$ cat src/rtl/booth_pkg.sv
`default_nettype none
// ============================================================================
//  Module      : booth_pkg
//  Description : Shared types for the radix-4 Booth multiply scheduler:
//                FSM state encoding, Booth digit encoding and the
//                triplet-to-digit recoding function.
//  Revision    : 1.0 - initial release
// ============================================================================
package booth_pkg;

    // Scheduler states, explicitly 2 bits wide
    typedef enum logic [1:0] {
        IDLE = 2'd0,
        RUN  = 2'd1,
        DONE = 2'd2
    } state_t;

    // Radix-4 Booth digit values {-2,-1,0,+1,+2}
    typedef enum logic [2:0] {
        ZERO = 3'd0,
        P1   = 3'd1,
        P2   = 3'd2,
        M1   = 3'd3,
        M2   = 3'd4
    } digit_t;

    // Map a multiplier triplet {b[2k+1], b[2k], b[2k-1]} onto its Booth digit
    function automatic digit_t booth_recode(input logic [2:0] triplet);
        digit_t result;
        case (triplet)
            3'b001, 3'b010: result = P1;
            3'b011:         result = P2;
            3'b100:         result = M2;
            3'b101, 3'b110: result = M1;
            default:        result = ZERO;
        endcase
        return result;
    endfunction

endpackage
`default_nettype wire

$ cat src/rtl/booth_pp_gen.sv
`default_nettype none
// ============================================================================
//  Module      : booth_pp_gen
//  Description : Combinational Booth partial-product generator. Recodes one
//                multiplier triplet, forms 0/+-a/+-2a at full product width
//                and shifts it into position for digit k.
//  Revision    : 1.0 - initial release
// ============================================================================
module booth_pp_gen
    import booth_pkg::*;
#(
    parameter int WIDTH = 8,
    localparam int KW = $clog2(WIDTH / 2)
) (
    input  logic [WIDTH-1:0]   i_a,
    input  logic [2:0]         i_triplet,
    input  logic [KW-1:0]      i_k,
    output logic [2*WIDTH-1:0] o_pp
);

    logic [2*WIDTH-1:0] w_a_ext;
    logic [2*WIDTH-1:0] w_term;
    digit_t             w_digit;

    // Sign-extend a first so that -2a of the most negative operand is exact
    always_comb begin
        w_a_ext = {{WIDTH{i_a[WIDTH-1]}}, i_a};
        w_digit = booth_recode(i_triplet);
        w_term  = '0;
        case (w_digit)
            P1:      w_term = w_a_ext;
            P2:      w_term = w_a_ext << 1;
            M1:      w_term = -w_a_ext;
            M2:      w_term = -(w_a_ext << 1);
            default: w_term = '0;
        endcase
        o_pp = w_term << {i_k, 1'b0};
    end

endmodule
`default_nettype wire

$ cat src/rtl/booth_mult_sched.sv
`default_nettype none
// ============================================================================
//  Module      : booth_mult_sched
//  Description : Round-robin front end feeding one sequential radix-4 Booth
//                multiplier. One requester is granted at a time, one Booth
//                digit is retired per clock, and the signed product is
//                returned tagged with the owning requester index.
//  Revision    : 1.0 - initial release
// ============================================================================
module booth_mult_sched
    import booth_pkg::*;
#(
    parameter int WIDTH = 8,
    parameter int NREQ  = 2,
    localparam int IDW  = (NREQ > 1) ? $clog2(NREQ) : 1
) (
    input  logic                    clk,
    input  logic                    rst,
    input  logic [NREQ-1:0]         req_valid,
    output logic [NREQ-1:0]         req_ready,
    input  logic [NREQ*WIDTH-1:0]   req_a,
    input  logic [NREQ*WIDTH-1:0]   req_b,
    output logic                    rsp_valid,
    input  logic                    rsp_ready,
    output logic [IDW-1:0]          rsp_id,
    output logic [2*WIDTH-1:0]      rsp_product,
    output logic                    busy
);

    localparam int               c_KW     = $clog2(WIDTH / 2);
    localparam logic [c_KW-1:0]  c_K_LAST = c_KW'(WIDTH / 2 - 1);

    state_t               r_state;
    logic [IDW-1:0]       r_rr_ptr;
    logic [IDW-1:0]       r_id;
    logic [WIDTH-1:0]     r_a;
    logic [WIDTH-1:0]     r_b;
    logic [2*WIDTH-1:0]   r_acc;
    logic [c_KW-1:0]      r_k;
    logic                 r_rsp_valid;
    logic                 r_busy;

    logic                 w_found;
    logic [IDW-1:0]       w_gnt_id;
    logic [WIDTH:0]       w_b_ext;
    logic [2:0]           w_triplet;
    logic [2*WIDTH-1:0]   w_pp;

    // Round-robin search: first valid requester at or after r_rr_ptr, wrapping
    always_comb begin
        w_found  = 1'b0;
        w_gnt_id = '0;
        for (int i = 0; i < NREQ; i++) begin
            int j;
            j = int'(r_rr_ptr) + i;
            if (j >= NREQ) begin
                j = j - NREQ;
            end
            if (!w_found && req_valid[j]) begin
                w_found  = 1'b1;
                w_gnt_id = IDW'(j);
            end
        end
    end

    // Grant is only offered while idle, and only to the arbitration winner
    always_comb begin
        req_ready = '0;
        if (r_state == IDLE && w_found) begin
            req_ready[w_gnt_id] = 1'b1;
        end
    end

    // Current digit triplet; the appended zero supplies b[-1]
    always_comb begin
        w_b_ext   = {r_b, 1'b0};
        w_triplet = w_b_ext[{r_k, 1'b0} +: 3];
    end

    booth_pp_gen #(
        .WIDTH (WIDTH)
    ) u_pp_gen (
        .i_a       (r_a),
        .i_triplet (w_triplet),
        .i_k       (r_k),
        .o_pp      (w_pp)
    );

    // Scheduler FSM, accumulator and digit counter with registered outputs
    always_ff @(posedge clk or posedge rst) begin
        if (rst) begin
            r_state     <= IDLE;
            r_rr_ptr    <= '0;
            r_id        <= '0;
            r_a         <= '0;
            r_b         <= '0;
            r_acc       <= '0;
            r_k         <= '0;
            r_rsp_valid <= 1'b0;
            r_busy      <= 1'b0;
        end else begin
            case (r_state)
                IDLE: begin
                    if (w_found) begin
                        r_a     <= req_a[w_gnt_id * WIDTH +: WIDTH];
                        r_b     <= req_b[w_gnt_id * WIDTH +: WIDTH];
                        r_id    <= w_gnt_id;
                        r_acc   <= '0;
                        r_k     <= '0;
                        r_busy  <= 1'b1;
                        r_state <= RUN;
                    end
                end
                RUN: begin
                    r_acc <= r_acc + w_pp;
                    if (r_k == c_K_LAST) begin
                        r_k         <= '0;
                        r_rsp_valid <= 1'b1;
                        r_state     <= DONE;
                    end else begin
                        r_k <= r_k + 1'b1;
                    end
                end
                DONE: begin
                    if (rsp_ready) begin
                        r_rsp_valid <= 1'b0;
                        r_busy      <= 1'b0;
                        r_state     <= IDLE;
                        if (int'(r_id) == NREQ - 1) begin
                            r_rr_ptr <= '0;
                        end else begin
                            r_rr_ptr <= r_id + 1'b1;
                        end
                    end
                end
                default: begin
                    r_state <= IDLE;
                end
            endcase
        end
    end

    assign rsp_valid   = r_rsp_valid;
    assign rsp_product = r_acc;
    assign rsp_id      = r_id;
    assign busy        = r_busy;

endmodule
`default_nettype wire

$ cat config.mk
export PLATFORM = sky130hd
export DESIGN_NAME = booth_mult_sched
export DESIGN_NICKNAME = d
export VERILOG_FILES = /design/src/rtl/booth_pkg.sv /design/src/rtl/booth_pp_gen.sv /design/src/rtl/booth_mult_sched.sv
export SDC_FILE = /design/constraint.sdc
export NUM_CORES = 1
export LEC_CHECK = 0
export CAP_MARGIN = 20
export CORE_UTILIZATION = 39
export CTS_CLUSTER_SIZE = 20
export DETAILED_ROUTE_END_ITERATION = 10
export PLACE_DENSITY_LB_ADDON = 0.12
export SLEW_MARGIN = 25
export SYNTH_ARGS = -nofsm -noshare
export SYNTH_HDL_FRONTEND = slang
export SYNTH_SLANG_ARGS = --single-unit
$ cat constraint.sdc
create_clock -name clk -period 5.2 [get_ports clk]
set_input_delay 1.04 -clock clk [delete_from_list [all_inputs] [get_ports clk]]
set_output_delay 1.04 -clock clk [all_outputs]
set_load 0.01 [all_outputs]
# Word-level counts from Yosys, hierarchy flattened
# Cells that the tools add are included.
dict set report classes {
  n_addsub 8
  magnitude_cmp 6
  n_eq_ne 16
  shifts 4
  mux 32
  reduce_logical 16
}
# cell count
set op_table {}
lappend op_table {{32-bit by 3-bit < comparator with 1-bit output, second input constant} 2}
lappend op_table {{32-bit 2-to-1 mux} 2}
lappend op_table {{16-bit one-hot mux with 4 select lines} 1}
lappend op_table {{16-bit negation} 2}
lappend op_table {{16-bit one-hot mux with 2 select lines} 1}
lappend op_table {{16-bit by 5-bit indexed part select with 8-bit output} 2}
lappend op_table {{16-bit adder} 1}
lappend op_table {{16-bit 2-to-1 mux} 1}
lappend op_table {{16-bit by 3-bit left shift with 16-bit output} 1}
lappend op_table {{1-bit 2-to-1 mux} 15}
lappend op_table {{3-bit by 2-bit == test with 1-bit output, second input constant} 4}
lappend op_table {{3-bit == test, second input constant} 4}
lappend op_table {{2-bit 2-to-1 mux} 6}
lappend op_table {{3-bit one-hot mux with 4 select lines} 1}
lappend op_table {{3-bit AND reduction} 3}
lappend op_table {{9-bit by 4-bit indexed part select with 3-bit output} 1}
lappend op_table {{3-bit by 1-bit == test with 1-bit output, second input constant} 2}
lappend op_table {{2-bit != test, second input constant} 3}
lappend op_table {{2-bit one-hot mux with 3 select lines} 1}
lappend op_table {{2-bit AND reduction} 3}
lappend op_table {{2-bit nonzero test} 3}
lappend op_table {{2-bit == test, second input constant} 2}
lappend op_table {{1-bit one-hot mux with 2 select lines} 2}
lappend op_table {{2-bit one-hot mux with 2 select lines} 1}
lappend op_table {{15 further kinds} 18}
dict set report totals {
  register_bits 40
  in_bits 37
  output_inout_bits 21
  wordCells 91
}

# Depth between registers and ports, before layout
# Gate-level depths: netlist (run 1).
dict set report logic_depth {
  depth_word 14
  mapped_depth 17
  ltp_nobuf 17
}

# Hierarchy
# From an unflattened synthesis (run 1), not the netlist that was laid out.
dict set report unflattened {
  cells_unflattened 405
  area_unflattened_um2 3368.2
}
# module n_inst cells_each area_per_inst_um2 seq_area_each_um2
set by_module_without_submodules {}
lappend by_module_without_submodules {booth_mult_sched 1 245 2342.2 1001.0}
lappend by_module_without_submodules {booth_pp_gen 1 160 1026.0 0.0}

# Least setup slack after synthesis (run 1)
# OpenSTA, ideal clock, no wires.
dict set report synth_timing {
  path_kind {flip-flop to flip-flop}
  start {register r_a[0]}
  end {register r_acc[13] (netlist: rsp_product[13])}
  setup_time_ns 0.146
  t_arrival_ns 3.635
  required_time_ns 5.054
  setup_slack_ns 1.419
  path_stages_with_launch 18
  path_buffers 0
  synth_period_minus_slack_ns 3.781
  path_cell_list {dfrtp_1 -> inv_1 -> ha_1 -> or3b_4 -> or3_4 -> nand2_1 -> xnor2_1 -> a221o_1 -> nand2b_1 -> a31o_2 -> ha_1 -> and4_1 -> a21oi_1 -> o21ai_0 -> o21a_1 -> o21ai_0 -> mux2i_1 -> o311ai_0}
}
dict set report synth_between {
  elab_chain_len 5
  word_cells_on_any_way 6
  cone_classes {add/sub (3); shift (1); mux (2)}
}
# item line
set synth_rtl {}
lappend synth_rtl {{from (decl)} booth_mult_sched.sv:36} ;# logic [WIDTH-1:0] r_a;
lappend synth_rtl {{from (signal assigned)} booth_mult_sched.sv:105} ;# r_a <= req_a[w_gnt_id * WIDTH +: WIDTH];
lappend synth_rtl {{16-bit negation, on equally long branches} {booth_pp_gen.sv:33, booth_pp_gen.sv:34}}
lappend synth_rtl {{16-bit one-hot mux with 4 select lines *} booth_pp_gen.sv:30} ;# case (w_digit)
lappend synth_rtl {{16-bit by 3-bit left shift with 16-bit output *} booth_pp_gen.sv:37} ;# o_pp = w_term << {i_k, 1'b0};
lappend synth_rtl {{16-bit adder *} booth_mult_sched.sv:115} ;# r_acc <= r_acc + w_pp;
lappend synth_rtl {{16-bit one-hot mux with 2 select lines *} booth_mult_sched.sv:102} ;# case (r_state)
lappend synth_rtl {{to (signal assigned)} booth_mult_sched.sv:115}
lappend synth_rtl {{to (decl)} booth_mult_sched.sv:38} ;# logic [2*WIDTH-1:0] r_acc;
# Every way passes the cells marked *; elsewhere a longest branch is shown, timed or not.
# A chain may end at the register's enable or synchronous reset.

# Worst setup path in the final report (run 1)
dict set report layout_timing {
  start {register r_k[1]}
  end {register r_acc[13] (netlist: rsp_product[13])}
}
dict set report layout_between {
  elab_chain_len 9
  word_cells_on_any_way 18
  cone_classes {add/sub (1); eq/ne (10); shift (2); mux (3); reduce/logical (2)}
}
# item line
set layout_rtl {}
lappend layout_rtl {{from (decl)} booth_mult_sched.sv:39} ;# logic [c_KW-1:0] r_k;
lappend layout_rtl {{from (signal assigned)} booth_mult_sched.sv:121} ;# r_k <= r_k + 1'b1;
lappend layout_rtl {{9-bit by 4-bit indexed part select with 3-bit output} booth_mult_sched.sv:77} ;# w_triplet = w_b_ext[{r_k, 1'b0} +: 3];
lappend layout_rtl {{3-bit == test, or another cell as far along} booth_pkg.sv:30} ;# case (triplet)
lappend layout_rtl {{2-bit OR reduction} booth_pkg.sv:30}
lappend layout_rtl {{3-bit one-hot mux with 4 select lines} booth_pkg.sv:30}
lappend layout_rtl {{3-bit == test, or another cell as far along} booth_pp_gen.sv:30}
lappend layout_rtl {{16-bit one-hot mux with 4 select lines} booth_pp_gen.sv:30}
lappend layout_rtl {{16-bit by 3-bit left shift with 16-bit output *} booth_pp_gen.sv:37}
lappend layout_rtl {{16-bit adder *} booth_mult_sched.sv:115}
lappend layout_rtl {{16-bit one-hot mux with 2 select lines *} booth_mult_sched.sv:102}
# Marks and branches as above.

==> results of run 1 <==
## state kept, by name, summed over array words and instances, names as in the netlist
register     cells
rsp_id           1
r_a              8
rsp_product     16
r_b              8
r_k              2
r_state          2
rsp_valid        1
busy             1
r_rr_ptr         1
## cell usage after synthesis (2+ instances only)
| cell type | instances |
|---|---|
| a221oi_1 | 3 |
| o22ai_1 | 3 |
| a2bb2oi_1 | 2 |
| ha_1 | 20 |
| dfrtp_1 | 40 |
| inv_1 | 30 |
| o21ai_1 | 2 |
| o21ai_0 | 36 |
| nor4_1 | 3 |
| a222oi_1 | 18 |
| nand2_1 | 34 |
| o211ai_1 | 6 |
| o31a_1 | 2 |
| o21bai_1 | 3 |
| or2_2 | 2 |
| a21o_1 | 10 |
| or3_1 | 2 |
| a21boi_0 | 2 |
| a211oi_1 | 3 |
| a31oi_1 | 5 |
| clkbuf_1 | 14 |
| buf_2 | 4 |
| and3_1 | 4 |
| o31ai_1 | 4 |
| xor2_1 | 8 |
| mux2_2 | 2 |
| nand2b_1 | 6 |
| nor2_1 | 19 |
| nand3_1 | 18 |
| xnor2_1 | 11 |
| mux4_2 | 2 |
| nor2b_1 | 3 |
| o21a_1 | 2 |
| mux2i_1 | 5 |
| a21oi_1 | 16 |
| nor3_1 | 9 |
| buf_4 | 2 |
| a221o_1 | 2 |
| a311oi_1 | 2 |
| and4_1 | 2 |
## layer usage
layer	part of all wire	global-route usage	vias up
met4	0.010	0.0513	0
li1	-	-	1526
met5	0	0	-
met1	0.49	0.303	1427
met3	0.040	0.0337	7
met2	0.46	0.325	86
## worst paths after layout
| path | startpoint | to | slack (ns) |
|---|---|---|---|
| max reg2reg | r_k[1]$_DFFE_PP0P_ | rsp_product[13]$_DFFE_PP0P_ | 0.63 |
| min reg2reg | r_rr_ptr$_DFFE_PP0P_ | r_rr_ptr$_DFFE_PP0P_ | 0.49 |
| max | r_k[1]$_DFFE_PP0P_ | rsp_product[13]$_DFFE_PP0P_ | 0.63 |
| max in group asynchronous | rst | r_a[2]$_DFFE_PP0P_ | 3.65 |
| min | r_rr_ptr$_DFFE_PP0P_ | r_rr_ptr$_DFFE_PP0P_ | 0.49 |
| min in group asynchronous | rst | r_b[5]$_DFFE_PP0P_ | 1.16 |
## layout make-up
class	count	area share
clock buffers	5	0.0172
inverters	31	0.0290
multi-input cells	288	0.499
repair buffers	67	0.161
well taps	102	0.0319
clock inverters	3	0.0116
flip-flops and latches	40	0.250
## per-stage QoR
| stage | cell area, µm² | worst slack, ns |
|---|---|---|
| finish | 4010 | 0.629 |
| global route | 4010 | 0.240 |
| CTS | 4010 | 0.668 |
| detailed placement | 3890 | 0.706 |
| global placement | 3890 | 0.749 |
| floorplan | 3220 | 1.42 |
## logic make-up after synthesis
group	Yosys count
AO/OA/AOI/OAI	128
AND/OR/NAND/NOR	111
buffers and inverters	54
flip-flops	40
adder cells (fa/ha/maj)	21
XOR/XNOR	19
multiplexers	9
## worst min-delay path, cell delays in order (launching register included)
cell and delay, ns:
dfrtp_1 0.35, nand2_1 0.05, o21ai_0 0.06
==> run summary, run 1 <==
Counting cells, the worst reg-to-reg path comes to 15. The tools report the category of the worst setup path capture point as a register. The fraction of layout cells with a size suffix above 1 was 0.0714; the number of hold buffers added after cts was 0.

The logs give 0.0149 ns for the largest clock skew in the final design and 0.410 for the effective utilization at floorplan. In this run the count of I/O pins placed on the die edge is 58. The clock-pin slew on the worst setup and hold paths is 0.10 ns. Max-cap violations in this run came to 0. The run gives 0.00200 mm² as the multi-input combinational cell area. The count of nets left with antenna violations once routing finished came out at 0. The root buffer cell chosen for the clock tree is clkbuf_8. For this run, the top clock speed supported by timing is 219 MHz. The tools report the area of the mapped netlist as 0.00322 mm².

The share of the synthesized area in the top cell type is 0.311. The complex-gate fraction of the synthesized area was 0.275; the quantity of I/O buffers inserted on ports was 57. Maximum net fanout on the critical path: 17.

The library cell used most frequently in the layout, excluding fill and tap cells, is clkdlybuf4s50_1. By area, the combinational part of the netlist is dominated by compound AO/OA/AOI/OAI gates. The portion of netlist area occupied by mux cells works out to 0.0366. The combined buffer and inverter count along the critical path was 1. The worst hold path belongs to the class reg -> reg.

Setup violations remaining at the end of the flow were counted as 0. The height of the die works out to 92.8 µm. The data required time of the critical path is 5.38 ns, and the hold path depth is 2.

Wires add up to 8670 µm. The first detailed-routing pass ran for 7 iterations. Leaving out fill and tap cells, the most frequent cells in the layout are 57 x clkdlybuf4s50_1, 40 x dfrtp_1, 36 x o21ai_0. The worst hold-check slack came out at 0.492 ns. Global routing finished with a remaining overflow of 0. The largest single stage delay on the critical path is 0.67 ns. Walking the worst path, the cells encountered are or3b_2 -> a211o_2 -> nand2_1 -> a311oi_1 -> o22ai_1 -> inv_1 -> a221oi_1 -> ha_1 -> and4_1 -> a21oi_1 -> o21ai_0 -> o21a_1 -> o21ai_0 -> mux2i_1 -> o311ai_0. For the total number of vias, the log shows 3,046. The relative max-transition margin came out at 0.602.

After synthesis the netlist holds a flip-flop and latch count of 40. The number of global-route vias before repair is 2,785, and the total number of yosys warnings is 0. In this run, distinct cell masters in the synthesized netlist total 61. For the post-route core utilization, the log shows 0.511. The tools report the half-perimeter wire length after detailed placement as 6630 µm. Once placement completed, the tool counted placed cells totaling 528. The run gives 0 as the final hold violation count. The gate count after technology mapping is 382. Routability-driven placement finished with a final weighted congestion of 0.899. Count of placed standard cells in the final layout, fillers left out: 536.

The critical setup path kind was reg -> reg. Entering global routing, the biggest net connects 41 pins. The top cell type by total area after synthesis is dfrtp_1.

The number of antenna diodes in the final layout is 0. The tools report the maximum count of clock buffers along a single path as 2. The clock net in this run drives a total of 40 sinks.

For this run, the leading register cell type out of synthesis is dfrtp_1. Aggregate negative setup slack: 0 ns. Setup repair after global routing left no endpoint under its margin. The number of clock buffers added by TritonCTS is 5. STA classifies the critical path startpoint as a register.

Ranked by total cell area, the synthesized netlist is headed by dfrtp_1 31%, ha_1 7.8%, a222oi_1 5.6%. The final worst-path cycle share was 0.879. The tools report the initial antenna violation count as 0. The clock insertion delay at the later pin of the skew report is 0.32 ns, and the area added between synthesis and finish is 24.5%.

The arrival time of the worst setup path came out at 4.75 ns. TritonCTS built the clock tree. The area fraction in and, or, nand and nor cells after synthesis is 0.172, and the critical path depth in cells is 15.

The final max-slew violation count was 0; the storage element area was 0.00100 mm². The tools report the number of core rows as 32. The logs give 440 for the number of nets produced by synthesis and 0 for the number of remaining DRC errors.

The slowest stage of the critical path is the dfrtp_1 cell. After the last flow step, the layout net total stands at 491. Post-CTS timing repair inserted 0 buffers for setup. For the number of H-tree branching levels, the log shows 2. The flow ran to the end, and the final reports show no timing, DRC or antenna violations. Among the stages of the critical path, the cell type that occurs most often is o21ai_0. The number of filler cells placed in the layout was 798; the number of DRC violations after detailed-routing iteration 0 was 237. Fraction of synthesized cell area in xor and xnor cells: 0.0517. Dividing the detail-routed wire length by the instance count gives 16.2 µm. Post-synthesis share of cell area spent on full adders, half adders and majority gates: 0.0840. The tools report the first-pass GRT wire length as 14,300 µm. The via density per instance was 5.68; the x dimension of the die was 92.8 µm. Transition time at the pin with the least slew margin: 0.596 ns. The share of the yosys chip area belonging to registers is 0.311, and the total global-route track usage is 0.210.

In this design, the largest share of critical-path delay is due to compound AO/OA/AOI/OAI gates. The die covers 0.00862 mm². The fraction of registers with async set/reset is 1.00. The total of cells resized after clock tree synthesis is 0. In this run, synthesis inferred 0 flip-flops with an integrated enable.

The tools report the core area as 0.00785 mm². The final period demand of the worst path is 4.57 ns. The mean cell area of the mapped netlist is 8.42 µm².
Power of run 1 is left out: the tool's default activity adds up to more than one toggle a clock period on the data nets, which glitch-free logic cannot reach.
==> inputs of run 2 (changes only) <==
HOLD_SLACK_MARGIN = 0.03   (was default)
==> results of run 2 <==
Same layout as run 1: the final DEF is identical, and so are final timing and power.
Power of run 2 is left out for the same reason.
==> inputs of run 3 (changes only) <==
ABC_AREA = 1   (was default)
==> run summary, run 3 <==
The category of the worst setup path capture point is a register (unchanged). Number of antenna diodes: 0 (unchanged). Half-perimeter wire length after detailed placement: 6430 µm (was 6630 µm).

The relative max-transition margin is 0.385 (was 0.602), and the arrival time of the worst setup path is 4.34 ns (was 4.75 ns). The tools report the remaining antenna violation count after routing as 0 (unchanged). The number of H-tree branching levels was 2 (unchanged); the final max-slew violation count was 0 (unchanged). Transition time at the pin with the least slew margin: 0.920 ns (was 0.596 ns).

The tools report the largest clock skew in the final design as 0.00948 ns (was 0.0149 ns). Type of the most critical hold path: reg -> reg (unchanged). Cells taking the most area after synthesis: dfrtp_1 31%, nand2_1 20%, ha_1 7.7% (was dfrtp_1 31%, ha_1 7.8%, a222oi_1 5.6%). Initial antenna violation count: 0 (unchanged).

The highest metal layer with signal wires was met4 (unchanged). The number of global-route vias before repair is 3,130 (was 2,785), and the worst reg-to-reg setup slack is 1.03 ns (was 0.63 ns). The total number of vias was 3,268 (was 3,046); the count of flip-flops with a built-in enable after synthesis was 0 (unchanged).

The logs give 0 (unchanged) for the count of maximum capacitance violations and 0 (unchanged) for the number of remaining DRC errors. The logs give 40 (unchanged) for the clock sink count and 486 (was 382) for the gate count after technology mapping. The worst setup path endpoint was rsp_product[11]$_DFFE_PP0P_ (was rsp_product[13]$_DFFE_PP0P_).

Setup repair after global routing left no endpoint under its margin. The logs give 601 (was 491) for the number of nets in the final layout and 43 (was 61) for the number of library cell types mapped by synthesis. For the number of primary I/O pins, the log shows 58 (unchanged). The run gives 5.37 ns (was 5.38 ns) as the data required time of the critical path.

The run gives 1.00 ns (was 0.706 ns) as the pre-CTS setup slack. The area added between synthesis and finish came out at 23.8% (was 24.5%). The effective utilization at floorplan is 0.412 (was 0.410).

The number of hold buffers added after cts is 0 (unchanged). The height of the die is 93.3 µm (was 92.8 µm). Clock-pin slew on the worst setup and hold paths: 0.08 ns (was 0.10 ns). TritonCTS built the clock tree. For the wire length after detailed routing, the log shows 8250 µm (was 8670 µm). The mean cell area of the mapped netlist is 6.69 µm² (was 8.42 µm²), and the aggregate negative setup slack is 0 ns (unchanged). The maximum net fanout on the critical path came out at 22 (was 17). The met3 routed wirelength is 322 µm (was 346 µm), and the core area is 0.00789 mm² (was 0.00785 mm²). The post-CTS repair timing setup buffer count came out at 0 (unchanged).

The fmax is 240 MHz (was 219 MHz), and the fraction of registers with async set/reset is 1.00 (unchanged). The total routed wire length on the met1 layer came out at 4150 µm (was 4230 µm). The number of DRC violations after detailed-routing iteration 0 was 153 (was 237).

The tools report the startpoint of the lowest-slack register-to-register path as r_k[0]$_DFFE_PP0P_ (was r_k[1]$_DFFE_PP0P_). The nature of the critical path startpoint was a register (unchanged). Final worst-path setup slack: 1.03 ns (was 0.629 ns). The flow ran to the end, and the final reports show no timing, DRC or antenna violations. The number of iterations in the first detailed-routing pass was 5 (was 7); the number of core rows was 32 (unchanged).

The die footprint is 0.00871 mm² (was 0.00862 mm²). The terminus of the critical flop-to-flop path was rsp_product[11]$_DFFE_PP0P_ (was rsp_product[13]$_DFFE_PP0P_). The average routed wire per standard cell is 12.8 µm (was 16.2 µm). The source of the critical timing path was r_k[0]$_DFFE_PP0P_ (was r_k[1]$_DFFE_PP0P_). The final worst-path cycle share works out to 0.802 (was 0.879). Critical setup path kind: reg -> reg (unchanged). The final weighted congestion in routability-driven placement was 0.892 (was 0.899). The run gives 0 (unchanged) as the total of cells resized after clock tree synthesis. The flip-flop count of the largest register, all copies and words added is 16 (unchanged), and the detailed route wirelength on metal2 is 3730 µm (was 4010 µm). The tools report the final setup violation count as 0 (unchanged). The area of the mapped netlist came out at 0.00325 mm² (was 0.00322 mm²). The number of nets produced by synthesis was 544 (was 440); the final hold violation count was 0 (unchanged). The total congestion overflow after global routing was 0 (unchanged); the maximum number of pins on one net before global-route repair was 41 (unchanged). Dominant register cell in the synthesized netlist: dfrtp_1 (unchanged). The cell chosen for the clock root was clkbuf_8 (unchanged). The first-pass GRT wire length is 14,500 µm (was 14,300 µm). The final period demand of the worst path is 4.17 ns (was 4.57 ns), and the total global-route track usage is 0.207 (was 0.210).

Via density per instance: 5.07 (was 5.68). The fraction of layout cells with a size suffix above 1 came out at 0.0718 (was 0.0714). The tools report the clock insertion delay at the later pin of the skew report as 0.30 ns (was 0.32 ns). Maximum count of clock buffers along a single path: 2 (unchanged).

Commonest cells after routing, fill and taps aside: 170 x nand2_1, 57 x clkdlybuf4s50_1, 45 x inv_1 (was 57 x clkdlybuf4s50_1, 40 x dfrtp_1, 36 x o21ai_0). The tools report the total number of yosys warnings as 0 (unchanged). The commonest non-fill, non-tap cell in the layout was nand2_1 (was clkdlybuf4s50_1).

The x dimension of the die came out at 93.3 µm (was 92.8 µm). The count of cells along the worst register-to-register path works out to 24 (was 15). Top cell type by total area after synthesis: dfrtp_1 (unchanged). The share of the synthesized area in the top cell type was 0.308 (was 0.311). Top cells by count, synth: 170 x nand2_1, 45 x inv_1, 40 x dfrtp_1 (was 40 x dfrtp_1, 36 x o21ai_0, 34 x nand2_1). Quantity of I/O buffers inserted on ports: 57 (unchanged). For the share of the yosys chip area belonging to registers, the log shows 0.308 (was 0.311). The most frequently used cell type in the post-synthesis netlist was nand2_1 (was dfrtp_1).

The number of storage elements in the synthesis netlist is 40 (unchanged). The logs give 829 (was 798) for the number of filler cells placed in the layout and 5 (unchanged) for the number of clock buffers inserted by TritonCTS.
-- run 3: cell types whose count changed in the layout (fill, tap and decap cells not counted), moves of 12 or more --
cell      before  now
inv_1         30   45
a22oi_1        1   13
o21ai_0       36   19
nor2_1        19   35
a21oi_1       16   28
a222oi_1      18    0
nand3_1       18   38
nand2_1       34  170
-- run 3: cell type report --
type,count,area (µm²),share of cell area
timing repair buffer,61,601,0.149
clock buffer,7,96.3,0.0239
multi-input combinational,380,1990,0.495
sequential,40,1000,0.249
tap,102,128,0.0317
inverter,55,208,0.0516
-- run 3: cell families after synthesis --
family                   Yosys count  synth area share
AND/OR/NAND/NOR                  268             0.353
buffers and inverters             66            0.0804
flip-flops                        40             0.308
AO/OA/AOI/OAI                     86             0.162
adder cells (fa/ha/maj)           21            0.0831
XOR/XNOR                           5            0.0135
-- run 3: worst min path at each step --
| stage | start | endpoint | slack, ns | cells after the start |
|---|---|---|---|---|
| after detailed placement | rsp_valid$_DFFE_PP0P_ | rsp_valid$_DFFE_PP0P_ | 0.48 | 2 |
| after global routing | r_b[7]$_DFFE_PP0P_ | r_b[7]$_DFFE_PP0P_ | 0.54 | 2 |
| final | r_rr_ptr$_DFFE_PP0P_ | r_rr_ptr$_DFFE_PP0P_ | 0.49 | 2 |
| after CTS | r_rr_ptr$_DFFE_PP0P_ | r_rr_ptr$_DFFE_PP0P_ | 0.50 | 2 |
| after global placement | busy$_DFFE_PP0P_ | busy$_DFFE_PP0P_ | 0.46 | 2 |
| after floorplan | r_rr_ptr$_DFFE_PP0P_ | r_rr_ptr$_DFFE_PP0P_ | 0.45 | 2 |
-- run 3: through the flow --
step	hold WS (ns)	cells	util	area [µm²]
floorplan	0.453	486	-	3250
global placement	0.460	638	0.498	3930
detailed placement	0.477	638	0.498	3930
CTS	0.498	645	0.510	4020
global route	0.538	645	0.510	4030
finish	0.493	645	0.510	4030
-- run 3: critical path, stage by stage (launching register included) --
cell	delay [ns]
dfrtp_1	0.77
inv_1	0.43
nand2_1	0.16
nand3_1	0.09
nand2_2	0.16
inv_2	0.07
nand3_2	0.08
nand2_4	0.09
clkinv_2	0.07
nor2_1	0.04
nor3_2	0.25
nand2_1	0.10
o21ai_1	0.09
nor2_1	0.07
ha_1	0.38
inv_1	0.08
nor3_1	0.18
nand2_1	0.08
nand2_1	0.13
nand2_1	0.09
a21oi_1	0.25
nand2_1	0.09
nand2_1	0.10
xnor2_1	0.12
o21ai_0	0.09
-- run 3: layer usage --
metal	global-route usage	up-vias
li1	-	1713
met1	0.297	1486
met2	0.333	67
met3	0.0276	2
met4	0.0423	0
met5	0	-
Power of run 3 is left out for the same reason.
